[config.mk]
export PLATFORM = sky130hd
export DESIGN_NAME = reset_sequencer
export DESIGN_NICKNAME = d
export VERILOG_FILES = /design/src/rtl/rst_seq_pkg.sv /design/src/rtl/rst_seq_wdt.sv /design/src/rtl/reset_sequencer.sv
export SDC_FILE = /design/constraint.sdc
export NUM_CORES = 1
export LEC_CHECK = 0
export BUFFER_PORTS_ARGS = -buffer_cell sky130_fd_sc_hd__buf_2
export CORE_UTILIZATION = 40
export DETAILED_ROUTE_END_ITERATION = 6
export SETUP_SLACK_MARGIN = 0.4
export SYNTH_ARGS = -nofsm -noshare
export SYNTH_HDL_FRONTEND = slang
export SYNTH_SLANG_ARGS = --single-unit
[constraint.sdc]
create_clock -name i_aclk -period 2 [get_ports i_aclk]
set_input_delay 0.4 -clock i_aclk [delete_from_list [all_inputs] [get_ports i_aclk]]
set_output_delay 0.4 -clock i_aclk [all_outputs]
set_load 0.01 [all_outputs]
[src/rtl/rst_seq_pkg.sv]
// Shared types and width helpers for the staged reset sequencer.
package rst_seq_pkg;

   typedef enum logic [1:0] {
      WAIT_LOCK,
      SEQ,
      RUN,
      HOLD
   } state_e;

   typedef enum logic [1:0] {
      CAUSE_POR,
      CAUSE_LOCK,
      CAUSE_SW,
      CAUSE_WDT
   } cause_e;

   // Width of a down-counter that must hold values 0 .. max(a,b)-1.
   function automatic int cnt_width(input int a, input int b);
      int m;
      m = (a > b) ? a : b;
      return (m > 1) ? $clog2(m) : 1;
   endfunction

   function automatic int idx_width(input int n);
      return (n > 1) ? $clog2(n) : 1;
   endfunction

endpackage

[src/rtl/rst_seq_wdt.sv]
// Watchdog for the reset sequencer: fires once WDT_TIMEOUT cycles pass in RUN without a kick.
// Only built when RST_SEQ_WDT_EN is defined.
`ifdef RST_SEQ_WDT_EN
module rst_seq_wdt
   import rst_seq_pkg::*;
#(
   parameter int WDT_TIMEOUT = 1 << 20
) (
   input  logic i_aclk,
   input  logic i_rst_n,
   input  logic i_run,
   input  logic i_kick,
   output logic o_fire
);

   localparam int               WDT_W      = idx_width(WDT_TIMEOUT);
   localparam logic [WDT_W-1:0] WDT_RELOAD = WDT_W'(WDT_TIMEOUT - 1);

   logic [WDT_W-1:0] cnt_q;

   // Held at reload outside RUN so the first RUN cycle starts a full window.
   always_ff @(posedge i_aclk or negedge i_rst_n) begin
      if (!i_rst_n) begin
         cnt_q <= '0;
      end else if (!i_run || i_kick) begin
         cnt_q <= WDT_RELOAD;
      end else if (cnt_q != '0) begin
         cnt_q <= cnt_q - WDT_W'(1);
      end
   end

   assign o_fire = i_run && (cnt_q == '0);

endmodule
`endif

[src/rtl/reset_sequencer.sv]
// Staged reset release after PLL lock; aborts on lock loss, soft reset or watchdog.
// Watchdog abort is present only when RST_SEQ_WDT_EN is defined.
//
// state     | meaning
// WAIT_LOCK | all stages held in reset, waiting for synchronised PLL lock
// SEQ       | releasing stages in order, STAGE_DLY cycles apart
// RUN       | all stages released; soft reset and watchdog armed
// HOLD      | all stages held for HOLD_CYCLES after a soft or watchdog reset
module reset_sequencer
   import rst_seq_pkg::*;
#(
   parameter int NUM_STAGES  = 3,
   parameter int STAGE_DLY   = 16,
   parameter int HOLD_CYCLES = 32,
   parameter int WDT_TIMEOUT = 1 << 20
) (
   input  logic                  i_aclk,
   input  logic                  i_rst_n,
   input  logic                  i_pll_locked,
   input  logic                  i_sw_rst_req,
   input  logic                  i_wdt_kick,
   output logic [NUM_STAGES-1:0] o_rst_n,
   output logic                  o_rst_done,
   output logic                  o_sw_rst_ack,
   output logic [1:0]            o_rst_cause,
   output logic                  o_wdt_fired
);

   localparam int               CNT_W        = cnt_width(STAGE_DLY, HOLD_CYCLES);
   localparam int               IDX_W        = idx_width(NUM_STAGES);
   localparam logic [CNT_W-1:0] STAGE_RELOAD = CNT_W'(STAGE_DLY - 1);
   localparam logic [CNT_W-1:0] HOLD_RELOAD  = CNT_W'(HOLD_CYCLES - 1);
   localparam logic [IDX_W-1:0] LAST_STAGE   = IDX_W'(NUM_STAGES - 1);

   state_e                state_q, state_d;
   cause_e                cause_q, cause_d;
   logic [CNT_W-1:0]      cnt_q, cnt_d;
   logic [IDX_W-1:0]      stage_q, stage_d;
   logic [NUM_STAGES-1:0] rst_n_q, rst_n_d;
   logic                  ack_q, ack_d;
   logic                  wdt_fired_q, wdt_fired_d;
   logic                  lock_meta, lock_sync;
   logic                  lock_lost;
   logic                  wdt_fire;

   always_ff @(posedge i_aclk or negedge i_rst_n) begin
      if (!i_rst_n) begin
         lock_meta <= 1'b0;
         lock_sync <= 1'b0;
      end else begin
         lock_meta <= i_pll_locked;
         lock_sync <= lock_meta;
      end
   end

`ifdef RST_SEQ_WDT_EN
   logic in_run;
   assign in_run = (state_q == RUN);

   rst_seq_wdt #(
      .WDT_TIMEOUT (WDT_TIMEOUT)
   ) u_wdt (
      .i_aclk  (i_aclk),
      .i_rst_n (i_rst_n),
      .i_run   (in_run),
      .i_kick  (i_wdt_kick),
      .o_fire  (wdt_fire)
   );
`else
   logic unused_wdt;
   assign unused_wdt = i_wdt_kick ^ (WDT_TIMEOUT == 0);
   assign wdt_fire   = 1'b0;
`endif

   always_ff @(posedge i_aclk or negedge i_rst_n) begin
      if (!i_rst_n) begin
         state_q     <= WAIT_LOCK;
         cause_q     <= CAUSE_POR;
         cnt_q       <= '0;
         stage_q     <= '0;
         rst_n_q     <= '0;
         ack_q       <= 1'b0;
         wdt_fired_q <= 1'b0;
      end else begin
         state_q     <= state_d;
         cause_q     <= cause_d;
         cnt_q       <= cnt_d;
         stage_q     <= stage_d;
         rst_n_q     <= rst_n_d;
         ack_q       <= ack_d;
         wdt_fired_q <= wdt_fired_d;
      end
   end

   // Lock loss outranks every other event, so it is resolved ahead of the state case.
   assign lock_lost = !lock_sync && (state_q != WAIT_LOCK);

   always_comb begin
      state_d     = state_q;
      cause_d     = cause_q;
      cnt_d       = cnt_q;
      stage_d     = stage_q;
      rst_n_d     = rst_n_q;
      ack_d       = 1'b0;
      wdt_fired_d = wdt_fired_q;

      if (lock_lost) begin
         state_d = WAIT_LOCK;
         cause_d = CAUSE_LOCK;
         cnt_d   = '0;
         stage_d = '0;
         rst_n_d = '0;
      end else begin
         unique case (state_q)
            WAIT_LOCK: begin
               rst_n_d = '0;
               if (lock_sync) begin
                  state_d = SEQ;
                  cnt_d   = STAGE_RELOAD;
                  stage_d = '0;
               end
            end

            SEQ: begin
               if (cnt_q == '0) begin
                  for (int i = 0; i < NUM_STAGES; i++) begin
                     if (stage_q == IDX_W'(i)) rst_n_d[i] = 1'b1;
                  end
                  cnt_d = STAGE_RELOAD;
                  if (stage_q == LAST_STAGE) begin
                     state_d = RUN;
                  end else begin
                     stage_d = stage_q + IDX_W'(1);
                  end
               end else begin
                  cnt_d = cnt_q - CNT_W'(1);
               end
            end

            RUN: begin
               if (wdt_fire || i_sw_rst_req) begin
                  state_d = HOLD;
                  cnt_d   = HOLD_RELOAD;
                  stage_d = '0;
                  rst_n_d = '0;
                  if (wdt_fire) begin
                     cause_d     = CAUSE_WDT;
                     wdt_fired_d = 1'b1;
                  end else begin
                     cause_d     = CAUSE_SW;
                     ack_d       = 1'b1;
                     wdt_fired_d = 1'b0;
                  end
               end
            end

            HOLD: begin
               rst_n_d = '0;
               if (cnt_q == '0) begin
                  state_d = WAIT_LOCK;
               end else begin
                  cnt_d = cnt_q - CNT_W'(1);
               end
            end

            default: begin
               state_d = WAIT_LOCK;
               rst_n_d = '0;
            end
         endcase
      end
   end

   assign o_rst_n      = rst_n_q;
   assign o_rst_done   = (state_q == RUN);
   assign o_sw_rst_ack = ack_q;
   assign o_rst_cause  = cause_q;
   assign o_wdt_fired  = wdt_fired_q;

endmodule

Yosys cells after proc, flatten, opt, wreduce, memory -nomap -nowiden:

Index checks and enable logic that the tools add are counted.
W data, S select, Z words.

* multiply operators: 0
* add/subtract/negate cells: 2
* shift operators: 0
* multiplexer cells: 32
* reduce and logical (&&, ||, !) cells: 17
* magnitude comparators: 0
* bitwise gates (word level): 0
* divide/modulo/power cells: 0
* equality and inequality tests: 14

Operators with widths (number)
* $mux W2: 14
* $mux W5: 5
* $ne A3 B3 Y1 const B: 8
* $pmux W5 S4: 1
* $reduce_and A3 Y1: 4
* $reduce_and A5 Y1: 2
* $mux W3: 3
* $pmux W3 S3: 1
* $pmux W2 S4: 1
* $eq A2 B2 Y1 const B: 3
* $mux W1: 6
* $pmux W2 S3: 1
* $reduce_bool A2 Y1: 3
* $logic_not A5 Y1: 1
* $sub A5 B1 Y5 const B: 1
* $eq A2 B1 Y1 const B: 2
* $logic_not A2 Y1: 2
* $reduce_bool A4 Y1: 1
* $ne A3 B2 Y1 const B: 1
* $add A2 B1 Y2 const B: 1
* $reduce_and A2 Y1: 1
* $reduce_or A2 Y1: 1
* $logic_and A1 B1 Y1: 1
* $logic_not A1 Y1: 1

* RAM bits: 0
* input port bits: 5
* logic and storage cells: 75
* memories kept: 0
* bits in read-only memories: 0
* latch bits: 0
* register bits: 17
* output and inout port bits: 8

Longest topological paths before layout:

* depth after elaboration: 5
* gate-level depth with buffers: 7
* gate-level depth less buffers: 6

Worst setup path after synthesis:

OpenSTA, ideal clock, no wires.

* path kind: register to register
* start point: reg state_q[0]
* end point: reg cnt_q[2]
* clock period less this slack: 1809 ps
* stages on the path, launching flop included: 7
* arrival time: 1688 ps
* setup time: 122 ps
* path slack: 191 ps
* cell sequence: dfrtp_1 > inv_1 > ha_1 > nor2b_1 > a211oi_2 > o21ai_1 > a32o_1

RTL lines
* start: declaration: RTL line reset_sequencer.sv:35 `state_e state_q, state_d;`
* start signal: assignment: RTL line reset_sequencer.sv:85 `state_q <= state_d;`
* $eq A2 B2 Y1 *
* via o_rst_done: RTL line reset_sequencer.sv:23 `output logic o_rst_done,`
* $pmux W5 S4 / $ne A3 B2 Y1 (equally long branches)
* $mux W5 / $reduce_and A3 Y1 (equally long branches)
* end signal: assignment: RTL line reset_sequencer.sv:87 `cnt_q <= cnt_d;`
* end: declaration: RTL line reset_sequencer.sv:37 `logic [CNT_W-1:0] cnt_q, cnt_d;`

The timed path passes the listed nets; every way through them passes the cells marked *.
A chain may end at the register's enable or synchronous reset.

Final worst setup path:

* start point: reg cnt_q[1]
* end point: reg state_q[0]

* longest elaborated chain between the ends: 3

RTL lines (RTL line)
* $logic_not A5 Y1 *: reset_sequencer.sv:125, reset_sequencer.sv:159
* $ne A3 B3 Y1 (no source line)
* $reduce_and A5 Y1 (no source line) *

Mark *: on every way between the ends. The rest lies on a longest branch, timed or not.

==> summary.txt <==
Yosys
  – Post-Syn Nets: about 110
  – Largest family of logic cells by synthesized area: compound AO/OA/AOI/OAI gates
  – Simple-Gate Fraction of Synth Area: 0.168
  – Largest area contributor in the netlist: dfrtp_1
  – Avg Cell Area, Syn: 9.61 um^2
  – Post-synthesis xor/xnor area fraction: 0
  – Post-synthesis register bit count: 17
  – Compound-Gate Fraction of Synth Area: 0.204
  – Synth top area cells: dfrtp_1 (44%), ha_1 (10%), nor2_1 (4.3%)
  – Post-synthesis mux area share: 0.0322
  – Syn Inst Count: 101
  – Adder-cell share of the synthesized area: 0.103
  – Cell variety after synth: 36
  – Mapped cell area: slightly below 1000 um^2
  – Warnings, synthesis: 0
  – Top-area cell type share of the netlist area: 0.438
  – Sequential fraction of the synthesis area: 0.438

Cells and area
  – Final cell count without fillers: 152
  – Antenna diode count: 0
  – Fillers: 205
  – Nets: 138
  – Layout cells sized above 1: 0.363
  – Most common cell after layout, fill and taps aside: dfrtp_1
  – Most frequent cells in the layout: dfrtp_1 (17), buf_4 (11), buf_2 (10)
  – Area Growth Syn to Fin: 27.6%

Global route
  – Largest net degree at the start of global routing: 18
  – GRT overflow: 0
  – Initial antenna violation count: 0
  – Total Routing Usage GR: 0.196
  – Vias in the first global route: a little over 800
  – First-pass GRT wire length: 3.75 mm

Clock tree
  – Clk sinks: 17
  – Clock-pin transition on the worst setup and hold timing paths: approximately 0.10 ns
  – Htree depth: 1
  – CTS tree: done
  – TritonCTS buffer count: 3
  – Root Driver: clkbuf_4
  – Cts hold-fix bufs: 0
  – Worst-Skew Late Latency: 0.29 ns
  – CTS Buffer Depth: 2

Route
  – Via density: 5.31
  – Drt wl/cell: 14.4 um
  – Vias: 807
  – Pre-antenna DRT Iters: 4
  – DRT Wirelength: 2.18 mm
  – Routed Antenna Nets: 0
  – Initial DRC Count: 30
  – Remaining DRCs: 0

Power
  – PwrDens: 1320 nW/um^2
  – Reg power frac: 0.335
  – Comb pwr share: 0.549
  – Clk pwr share: 0.115
  – Leakage: 0.568 nW
  – Switching fraction of total power: 0.424
  – Switching Power: 0.692 mW
  – Worst IR Drop VDD: 0.588 mV
  – Internal Power: 0.941 mW

Worst setup path
  – Critical-path cell list: inv_2 -> ha_4 -> or4b_4 -> o21ai_4 -> a31oi_1 -> a311oi_1
  – CP max FO: 5
  – Critical Path RT: approximately 2.2 ns
  – CP max stage delay: 0.52 ns
  – Setup crit start kind: register
  – Crit Path Category: register to register
  – Crit path arrival time: 1.92 ns
  – Crit path max-delay cell type: or4b_4
  – Setup crit end kind: register

Floorplanning
  – # IOs: 13
  – Cell Rows: 17
  – Core footprint: 2250 um^2
  – Die W: roughly 51 um
  – Chip height: between 50 and 60 um
  – Starting Density: 0.431
  – Die area: approximately 2600 um^2

Place
  – DP Cell Count: 138
  – Pre-CTS WS: around 0.23 ns
  – Port Buffers: 10
  – HPWL after detailed placement: 1.40 mm
  – RePlAce Congestion: about 0.85

Timing
  – Final Hold Viols: 0
  – Final setup violation count: 0
  – Max Transition Viols Final: 0
  – Period utilization: 0.857
  – RSZ-0062 raised after global routing: yes
  – Post-layout min period: 1.71 ns
  – Final setup margin: 0.287 ns
  – Worst Clk Skew: between 0.002 and 0.0025 ns
  – Maximum clock rate: roughly 0.6 GHz
  – Setup TNS: 0 ns

Job
  – Total of max-cap violations: 0

Outcome
  – Outcome: complete, no violations

Min path
  – Worst hold-check path type: input pin to async pin
[timing repair]
| action | 4_1_cts | 5_1_grt |
|---|---|---|
| gates resized for setup | 10 | 10 |
| gates cloned | 0 | 0 |
| buffers inserted | 7 | 3 |
| pin swaps | 3 | 3 |
| setup endpoints to repair | 14 | 15 |
[metrics by stage]
step | cell area [um^2] | hold slack, ns | utilization | power (mW)
final | 1240 | 0.00356 | 0.549 | 1.63
after global routing | 1240 | 0.0196 | 0.549 | 1.76
after CTS | 1190 | 0.00716 | 0.526 | 1.54
after detailed placement | 1060 | 0.336 | 0.472 | 1.21
after global placement | 1060 | 0.334 | 0.472 | 1.20
after floorplan | 986 | 0.104 | - | 1.03
[power groups by stage]
| stage | sequential (mW) | combinational [mW] | clock, mW |
|---|---|---|---|
| 2_1_floorplan | 0.536 | 0.493 | 0 |
| 3_3_place_gp | 0.540 | 0.661 | 0 |
| 3_5_place_dp | 0.544 | 0.666 | 0 |
| 4_1_cts | 0.544 | 0.800 | 0.200 |
| 5_1_grt | 0.559 | 0.993 | 0.210 |
| 6_report | 0.547 | 0.897 | 0.188 |
[path summary, 6_finish.rpt]
path | slack [ns] | end | depth (start not counted) | start
worst max-delay path | 0.29 | state_q[0] | 6 | cnt_q[1]
max in group asynchronous | 1.73 | lock_meta | 1 | i_rst_n
min in group i_aclk | 0.21 | lock_meta | 1 | i_pll_locked
worst max register to register | 0.29 | state_q[0] | 6 | cnt_q[1]
worst min register to register | 0.36 | lock_sync | 0 | lock_meta
worst min-delay path | 0.004 | cnt_q[4] | 1 | i_rst_n
[area by class of cell]
| type | count | area, um^2 | area share |
|---|---|---|---|
| multi-input cells | 72 | 573 | 0.463 |
| repair buffers | 22 | 144 | 0.116 |
| inverters | 9 | 33.8 | 0.0273 |
| well taps | 28 | 35.0 | 0.0283 |
| clock buffers | 3 | 22.5 | 0.0182 |
| flip-flops and latches | 17 | 425 | 0.343 |
| clock inverters | 1 | 5.00 | 0.00404 |
[cells in the mapped netlist, drive strengths merged]
cell	n
nand4	1
o21ai	7
mux2	1
or3	1
a211oi	2
clkbuf	1
nand3	1
nand2	7
a22oi	1
nor2	11
nor3b	1
or4	1
mux2i	2
o22ai	1
a32o	1
buf	2
nand3b	1
a21o	2
nand2b	1
nor3	1
ha	8
and3	2
a21oi	7
nor2b	1
inv	9
or4b	1
dfrtp	17
nor4b	1
conb	1
o31ai	2
a311oi	2
a31oi	4
[state kept, by name, indices dropped and copies added, names as in the netlist]
signal	cells
o_rst_n	3
stage_q	2
cnt_q	5
o_sw_rst_ack	1
lock_sync	1
o_rst_cause	2
lock_meta	1
state_q	2
[per-layer routing]
layer / up-vias / GRT usage / wire length (um)
met4: 0 / 0.122 / 17
li1: 406 / - / -
met1: 382 / 0.266 / 1070
met2: 17 / 0.287 / 1030
met5: - / 0 / 0
met3: 2 / 0.0357 / 70
[critical path, delay by kind of cell, from the launching register on]
kind                     cells  cell delay [ns]
buffers and inverters        1             0.08
adder cells (fa/ha/maj)      1             0.14
AO/OA/AOI/OAI                3             0.46
flip-flops                   1             0.41
AND/OR/NAND/NOR              1             0.52
[logic make-up after synthesis]
group,after synthesis
mux,3
compound gates,29
other cells,1
fa+ha+maj,8
simple gates,31
flops,17
buf+inv,12
No activity file was read; power rests on OpenSTA's default activity.
